$ cat config.mk
export PLATFORM = sky130hd
export DESIGN_NAME = nbody_host_ctrl
export DESIGN_NICKNAME = d
export VERILOG_FILES = /design/src/rtl/nbody_host_ctrl.sv
export SDC_FILE = /design/constraint.sdc
export NUM_CORES = 1
export LEC_CHECK = 0
export CORE_MARGIN = 5
export CORE_UTILIZATION = 35
export CTS_BUF_LIST = sky130_fd_sc_hd__clkbuf_8
export CTS_CLUSTER_DIAMETER = 120
export DETAILED_ROUTE_END_ITERATION = 6
export PLACE_DENSITY = 0.79
export SYNTH_ARGS = -nofsm -noshare
export SYNTH_HDL_FRONTEND = slang
export SYNTH_SLANG_ARGS = --single-unit
$ cat constraint.sdc
create_clock -name clk -period 4.5 [get_ports clk]
set_input_delay 0.9 -clock clk [delete_from_list [all_inputs] [get_ports clk]]
set_output_delay 0.9 -clock clk [all_outputs]
set_load 0.02 [all_outputs]
$ cat src/rtl/nbody_host_ctrl.sv
// Bus initiator that drives one complete n-body run on the accelerator:
// configure, preload bodies, start, poll for DONE, drain results, return to idle.
module nbody_host_ctrl #(
    parameter  int BODIES          = 512,
    parameter  int DATA_WIDTH      = 64,
    parameter  int ADDR_WIDTH      = 16,
    parameter  int READ_LATENCY    = 1,
    parameter  int POLL_LIMIT      = 2**20,
    localparam int BODY_ADDR_WIDTH = $clog2(BODIES)
) (
    input  logic                       clk,
    input  logic                       rst,
    input  logic                       start,
    input  logic                       abort,
    input  logic [BODY_ADDR_WIDTH-1:0] n_bodies,
    input  logic [DATA_WIDTH-1:0]      gap,
    output logic                       busy,
    output logic                       done_o,
    output logic                       error,
    output logic                       src_rd_en,
    output logic [BODY_ADDR_WIDTH-1:0] src_rd_body,
    output logic [2:0]                 src_rd_field,
    input  logic [DATA_WIDTH-1:0]      src_rd_data,
    output logic                       res_valid,
    output logic [BODY_ADDR_WIDTH-1:0] res_body,
    output logic [DATA_WIDTH-1:0]      res_x,
    output logic [DATA_WIDTH-1:0]      res_y,
    output logic                       m_chipselect,
    output logic                       m_write,
    output logic                       m_read,
    output logic [ADDR_WIDTH-1:0]      m_addr,
    output logic [DATA_WIDTH-1:0]      m_writedata,
    input  logic [DATA_WIDTH-1:0]      m_readdata
);

    localparam int BW  = BODY_ADDR_WIDTH;
    localparam int OPW = ADDR_WIDTH - BW;
    localparam int PW  = $clog2(POLL_LIMIT + 1);
    localparam int LW  = (READ_LATENCY > 1) ? $clog2(READ_LATENCY) : 1;

    localparam logic [OPW-1:0] OP_GO   = OPW'(0);
    localparam logic [OPW-1:0] OP_READ = OPW'(1);
    localparam logic [OPW-1:0] OP_NB   = OPW'(2);
    localparam logic [OPW-1:0] OP_WX   = OPW'(3);
    localparam logic [OPW-1:0] OP_GAP  = OPW'(8);
    localparam logic [OPW-1:0] OP_DONE = OPW'(64);
    localparam logic [OPW-1:0] OP_RX   = OPW'(65);
    localparam logic [OPW-1:0] OP_RY   = OPW'(66);

    typedef enum logic [4:0] {
        S_IDLE, S_CFG_N, S_CFG_GAP, S_LD_RD, S_LD_WR, S_GO,
        S_POLL_RD, S_POLL_WT, S_RD_X, S_WT_X, S_RD_Y, S_WT_Y,
        S_ACK1, S_ACK2, S_ACK3, S_FIN, S_STOP1, S_STOP2
    } state_t;

    state_t                state_q, state_d;
    logic [BW-1:0]         n_q, body_q, body_d;
    logic [2:0]            field_q, field_d;
    logic [PW-1:0]         poll_q, poll_d;
    logic [LW-1:0]         lat_q, lat_d;
    logic [DATA_WIDTH-1:0] gap_q;
    logic                  set_err, cap_x, cap_y;
    logic                  last_body, lat_last, poll_last, launch;

    assign last_body = (body_q == n_q - 1'b1);
    assign lat_last  = (lat_q == LW'(READ_LATENCY - 1));
    assign poll_last = (poll_q == PW'(POLL_LIMIT - 1));
    assign launch    = (state_q == S_IDLE) && start;

    // FIN already counts as not busy so that busy falls together with done_o
    assign busy = (state_q != S_IDLE) && (state_q != S_FIN);
    assign m_chipselect = m_write | m_read;

    // State, counters, latched run parameters and result registers
    always_ff @(posedge clk) begin
        if (rst) begin
            state_q   <= S_IDLE;
            n_q       <= '0;
            body_q    <= '0;
            field_q   <= '0;
            poll_q    <= '0;
            lat_q     <= '0;
            gap_q     <= '0;
            error     <= 1'b0;
            res_valid <= 1'b0;
            res_body  <= '0;
            res_x     <= '0;
            res_y     <= '0;
        end else begin
            state_q   <= state_d;
            body_q    <= body_d;
            field_q   <= field_d;
            poll_q    <= poll_d;
            lat_q     <= lat_d;
            res_valid <= cap_y;
            if (launch) begin
                n_q   <= n_bodies;
                gap_q <= gap;
                error <= 1'b0;
            end
            if (set_err) error <= 1'b1;
            if (cap_x) res_x <= m_readdata;
            if (cap_y) begin
                res_y    <= m_readdata;
                res_body <= body_q;
            end
        end
    end

    // Next state, counter updates and bus/source strobes for the current state
    always_comb begin
        state_d      = state_q;
        body_d       = body_q;
        field_d      = field_q;
        poll_d       = poll_q;
        lat_d        = lat_q;
        set_err      = 1'b0;
        cap_x        = 1'b0;
        cap_y        = 1'b0;
        done_o       = 1'b0;
        src_rd_en    = 1'b0;
        src_rd_body  = '0;
        src_rd_field = '0;
        m_write      = 1'b0;
        m_read       = 1'b0;
        m_addr       = '0;
        m_writedata  = '0;
        unique case (state_q)
            S_IDLE: begin
                if (start) begin
                    state_d = S_CFG_N;
                    body_d  = '0;
                    field_d = '0;
                    poll_d  = '0;
                    lat_d   = '0;
                end
            end
            S_CFG_N: begin
                m_write     = 1'b1;
                m_addr      = {OP_NB, BW'(0)};
                m_writedata = DATA_WIDTH'(n_q);
                state_d     = S_CFG_GAP;
            end
            S_CFG_GAP: begin
                m_write     = 1'b1;
                m_addr      = {OP_GAP, BW'(0)};
                m_writedata = gap_q;
                state_d     = (n_q == '0) ? S_GO : S_LD_RD;
            end
            S_LD_RD: begin
                src_rd_en    = 1'b1;
                src_rd_body  = body_q;
                src_rd_field = field_q;
                state_d      = S_LD_WR;
            end
            S_LD_WR: begin
                m_write     = 1'b1;
                m_addr      = {OP_WX + OPW'(field_q), body_q};
                m_writedata = src_rd_data;
                state_d     = S_LD_RD;
                if (field_q == 3'd4) begin
                    field_d = '0;
                    if (last_body) state_d = S_GO;
                    else body_d = body_q + 1'b1;
                end else begin
                    field_d = field_q + 1'b1;
                end
            end
            S_GO: begin
                m_write     = 1'b1;
                m_addr      = {OP_GO, BW'(0)};
                m_writedata = DATA_WIDTH'(1);
                poll_d      = '0;
                state_d     = S_POLL_RD;
            end
            S_POLL_RD: begin
                m_read  = 1'b1;
                m_addr  = {OP_DONE, BW'(0)};
                lat_d   = '0;
                state_d = S_POLL_WT;
            end
            S_POLL_WT: begin
                if (!lat_last) begin
                    lat_d = lat_q + 1'b1;
                end else if (m_readdata[0]) begin
                    body_d  = '0;
                    state_d = (n_q == '0) ? S_ACK1 : S_RD_X;
                end else if (poll_last) begin
                    set_err = 1'b1;
                    state_d = S_STOP1;
                end else begin
                    poll_d  = poll_q + 1'b1;
                    state_d = S_POLL_RD;
                end
            end
            S_RD_X: begin
                m_read  = 1'b1;
                m_addr  = {OP_RX, body_q};
                lat_d   = '0;
                state_d = S_WT_X;
            end
            S_WT_X: begin
                if (!lat_last) begin
                    lat_d = lat_q + 1'b1;
                end else begin
                    cap_x   = 1'b1;
                    state_d = S_RD_Y;
                end
            end
            S_RD_Y: begin
                m_read  = 1'b1;
                m_addr  = {OP_RY, body_q};
                lat_d   = '0;
                state_d = S_WT_Y;
            end
            S_WT_Y: begin
                if (!lat_last) begin
                    lat_d = lat_q + 1'b1;
                end else begin
                    cap_y = 1'b1;
                    if (last_body) begin
                        state_d = S_ACK1;
                    end else begin
                        body_d  = body_q + 1'b1;
                        state_d = S_RD_X;
                    end
                end
            end
            S_ACK1: begin
                m_write     = 1'b1;
                m_addr      = {OP_READ, BW'(0)};
                m_writedata = DATA_WIDTH'(1);
                state_d     = S_ACK2;
            end
            S_ACK2: begin
                m_write = 1'b1;
                m_addr  = {OP_GO, BW'(0)};
                state_d = S_ACK3;
            end
            S_ACK3: begin
                m_write = 1'b1;
                m_addr  = {OP_READ, BW'(0)};
                state_d = S_FIN;
            end
            S_FIN: begin
                done_o  = 1'b1;
                state_d = S_IDLE;
            end
            S_STOP1: begin
                m_write = 1'b1;
                m_addr  = {OP_GO, BW'(0)};
                state_d = S_STOP2;
            end
            S_STOP2: begin
                m_write = 1'b1;
                m_addr  = {OP_READ, BW'(0)};
                state_d = S_IDLE;
            end
            default: state_d = S_IDLE;
        endcase
        // Any strobe of this cycle still goes out; abort only redirects what follows.
        if (abort && !(state_q inside {S_IDLE, S_FIN, S_STOP1, S_STOP2})) begin
            state_d = S_STOP1;
            set_err = 1'b0;
            cap_x   = 1'b0;
            cap_y   = 1'b0;
        end
    end

endmodule

==> flow_metrics.env <==
export IMPL_status="finished clean"
export IMPL_slowest_stage="dfxtp_1"
export IMPL_synthArstFlopShare=0
export IMPL_final_max_slew_viol_count=0
export IMPL_final_setup_tns_ns=0
export IMPL_crit_path_end_kind="output port"
export IMPL_synth_top_cell_by_area="dfxtp_1"
export IMPL_p_sw_frac=0.346
export IMPL_via_per_inst=5.13
export IMPL_ys_types=60
export IMPL_cp_data_required_time_ns=3.60
export IMPL_vias=11500
export IMPL_regArea_um2=5000
export IMPL_io_pins=442
export IMPL_grtUsageTotal=0.221
export IMPL_hold_viol_final=0
export IMPL_yosysSeqAreaShare=0.467
export IMPL_period_needed_ns=4.18
export IMPL_ys_flop_type="dfxtp_1"
export IMPL_p_total_mw=6.63
export IMPL_path_cells="nor3b_1 -> and2_4 -> buf_12 -> a22o_1 -> clkdlybuf4s50_1"
export IMPL_drcViolationCount=0
export IMPL_synth_area_um2=10700
export IMPL_dieArea_um2=34200
export IMPL_firstDrtPassIters=5
export IMPL_ys_warn_count=0
export IMPL_synth_seq_cells=250
export IMPL_syn_avg_cell_area_um2=7.61
export IMPL_power_frac_comb=0.292
export IMPL_synth_area_leaders="dfxtp_1, nand2_1, a21oi_1, a22o_1, clkbuf_1"
export IMPL_placed_cell_area_um2=15400
export IMPL_place_inst=2154
export IMPL_final_cell_area_um2=16300
export IMPL_grt_pass1_vias=11200
export IMPL_cts_setup_buffers=0
export IMPL_critical_path_arrival_ns=3.28
export IMPL_ir_worst_vdd_mv=0.296
export IMPL_port_buffer_count=439
export IMPL_insertion_delay_ns=0.56
export IMPL_reg2regPathDepth=7
export IMPL_synthCells=1409
export IMPL_synth_top_cell_area_share=0.467
export IMPL_fin_crit_sh=0.928
export IMPL_htree_levels=2
export IMPL_gp_congestion=0.942
export IMPL_rsz0062_at_grt="false"
export IMPL_max_stage_delay_ns=0.65
export IMPL_die_w_um=185
export IMPL_clockBufferDepth=3
export IMPL_wirelength_um=40500
export IMPL_p_sw_mw=2.29
export IMPL_wl_per_cell_um=18.1
export IMPL_start_util=0.352
export IMPL_power_density_nw_per_um2=407
export IMPL_skew_ns=0.0184
export IMPL_hold_worst_slack_ns=0.438
export IMPL_fin_nets=2015
export IMPL_cp_start_kind="register"
export IMPL_die_height_um=185
export IMPL_synth_edf_count=0
export IMPL_power_share_sequential=0.387
export IMPL_hpwl_um=29100
export IMPL_p_int_mw=4.34
export IMPL_timing_final_ws_setup_ns=0.323
export IMPL_clkPwrFrac=0.322
export IMPL_cts_tree="done"
export IMPL_multi_input_area_um2=5260
export IMPL_drv_cap=0
export IMPL_fillers=2814
export IMPL_grt_overflow_total=0
export IMPL_relSlewSlack=0.387
export IMPL_clock_sinks=250
export IMPL_drt_initial_drc_count=693
export IMPL_grt_pass1_wl_um=61200
export IMPL_grt_start_max_net_pins=87
export IMPL_place_ws_ns=0.729
export IMPL_min_path_cells=2
export IMPL_min_path_type="reg -> reg"
export IMPL_antenna_found_initial=4
export IMPL_final_util=0.535
export IMPL_setup_viol=0
export IMPL_area_growth_synth_to_final_pct=51.9
export IMPL_root_buffer="clkbuf_8"
export IMPL_cp_max_fo=34
export IMPL_max_freq_mhz=239
export IMPL_core_um2=30400
export IMPL_critical_path_class="reg -> out"
export IMPL_rows=64
export IMPL_cts_made_buffers=44
export IMPL_ant_nets=0
export IMPL_fin_cells=2238
export IMPL_cts_clk_slew_worst_paths_ns=0.06
export IMPL_worst_pin_slew_ns=0.920
export IMPL_drive_gt1_frac=0.0566
export IMPL_leakagePower_nw=5.62
[final timing paths]
check                                from                       to  slack [ns]
setup / recovery  state_q[2]$_SDFFE_PP0P_          m_writedata[51]        0.32
hold / removal    poll_q[20]$_SDFFE_PP0P_  poll_q[20]$_SDFFE_PP0P_        0.44
setup reg to reg  state_q[1]$_SDFFE_PP0P_   res_y[13]$_SDFFE_PP0P_        1.68
hold reg to reg   poll_q[20]$_SDFFE_PP0P_  poll_q[20]$_SDFFE_PP0P_        0.44
[kinds of logic (layout without fill, tap and decap cells)]
group / count (synthesis) / in the layout / share of synthesized area
flops: 250 / 250 / 0.467
compound gates: 360 / 360 / 0.204
buf+inv: 124 / 552 / 0.0448
simple gates: 641 / 641 / 0.255
fa+ha+maj: 6 / 6 / 0.00700
xor+xnor: 25 / 25 / 0.0204
other cells: 1 / 6 / 0.000350
mux: 2 / 2 / 0.00198
[repair_timing]
item / CTS / global route
resized for setup: 0 / 1
setup endpoints to repair: 0 / 41
hold buffers: 0 / 0
[synth_stat cells (4+ instances only)]
cell,n
a211oi_1,7
a21oi_1,231
a22o_1,55
a22oi_1,9
a31oi_1,9
and2_1,20
and3_1,9
buf_1,14
buf_2,6
clkbuf_1,86
dfxtp_1,250
ha_1,6
inv_1,16
nand2_1,466
nand2b_1,5
nand3_1,17
nand4_1,9
nor2_1,44
nor2b_1,5
nor3_1,23
nor3b_1,6
nor4_1,8
o211ai_1,4
o21ai_0,16
o31ai_1,4
or3_1,7
or4_1,8
xnor2_1,20
xor2_1,5
[per-layer routing]
metal,GRT usage,part of all wire,up-vias
met5,0,0,-
met4,0.0837,0.033,0
met3,0.0774,0.11,74
met2,0.373,0.48,475
met1,0.261,0.38,5340
li1,-,-,5600
[sequential cells by signal (all words and copies together) (netlist names), 3 cells and up]
name      count
body_q        9
poll_q       21
state_q       5
n_q           9
res_y        64
field_q       3
gap_q        64
res_x        64
res_body      9
[power by group through the flow]
stage | sequential, mW | combinational, mW | clock, mW
after floorplan | 2.51 | 1.23 | 0
after global placement | 2.61 | 1.88 | 0
after detailed placement | 2.61 | 1.92 | 0
after CTS | 2.56 | 1.93 | 2.20
after global routing | 2.59 | 2.11 | 2.30
final | 2.56 | 1.93 | 2.13
[worst max-delay path: cells and delay by family, from the launching register on]
kind | cells | cell delay, ns
AO/OA/AOI/OAI | 1 | 0.16
flip-flops | 1 | 0.65
AND/OR/NAND/NOR | 2 | 1.04
buffers and inverters | 2 | 0.85
[layout by cell type, fill, tap and decap left out, types with 5 or more instances in the layout]
cell	Yosys	routed
a211oi_1	7	7
a21oi_1	231	231
a22o_1	55	55
a22oi_1	9	9
a31oi_1	9	9
and2_1	20	18
and3_1	9	8
buf_4	2	15
clkbuf_8	0	55
clkdlybuf4s50_1	0	438
clkinv_2	0	10
dfxtp_1	250	250
ha_1	6	6
inv_1	16	26
nand2_1	466	465
nand2b_1	5	5
nand3_1	17	16
nand4_1	9	9
nor2_1	44	44
nor2b_1	5	5
nor3_1	23	22
nor3b_1	6	6
nor4_1	8	8
o21ai_0	16	16
or3_1	7	6
or4_1	8	8
xnor2_1	20	20
xor2_1	5	5
[layout make-up]
class	instances	area share
tap	396	0.0304
multi-input combinational	1036	0.323
antenna	4	0.000615
sequential	250	0.307
clock buffer	55	0.0465
inverter	16	0.00369
clock inverter	25	0.00907
timing repair buffer	456	0.279
Note: power is estimated with default switching activity, not from simulation.
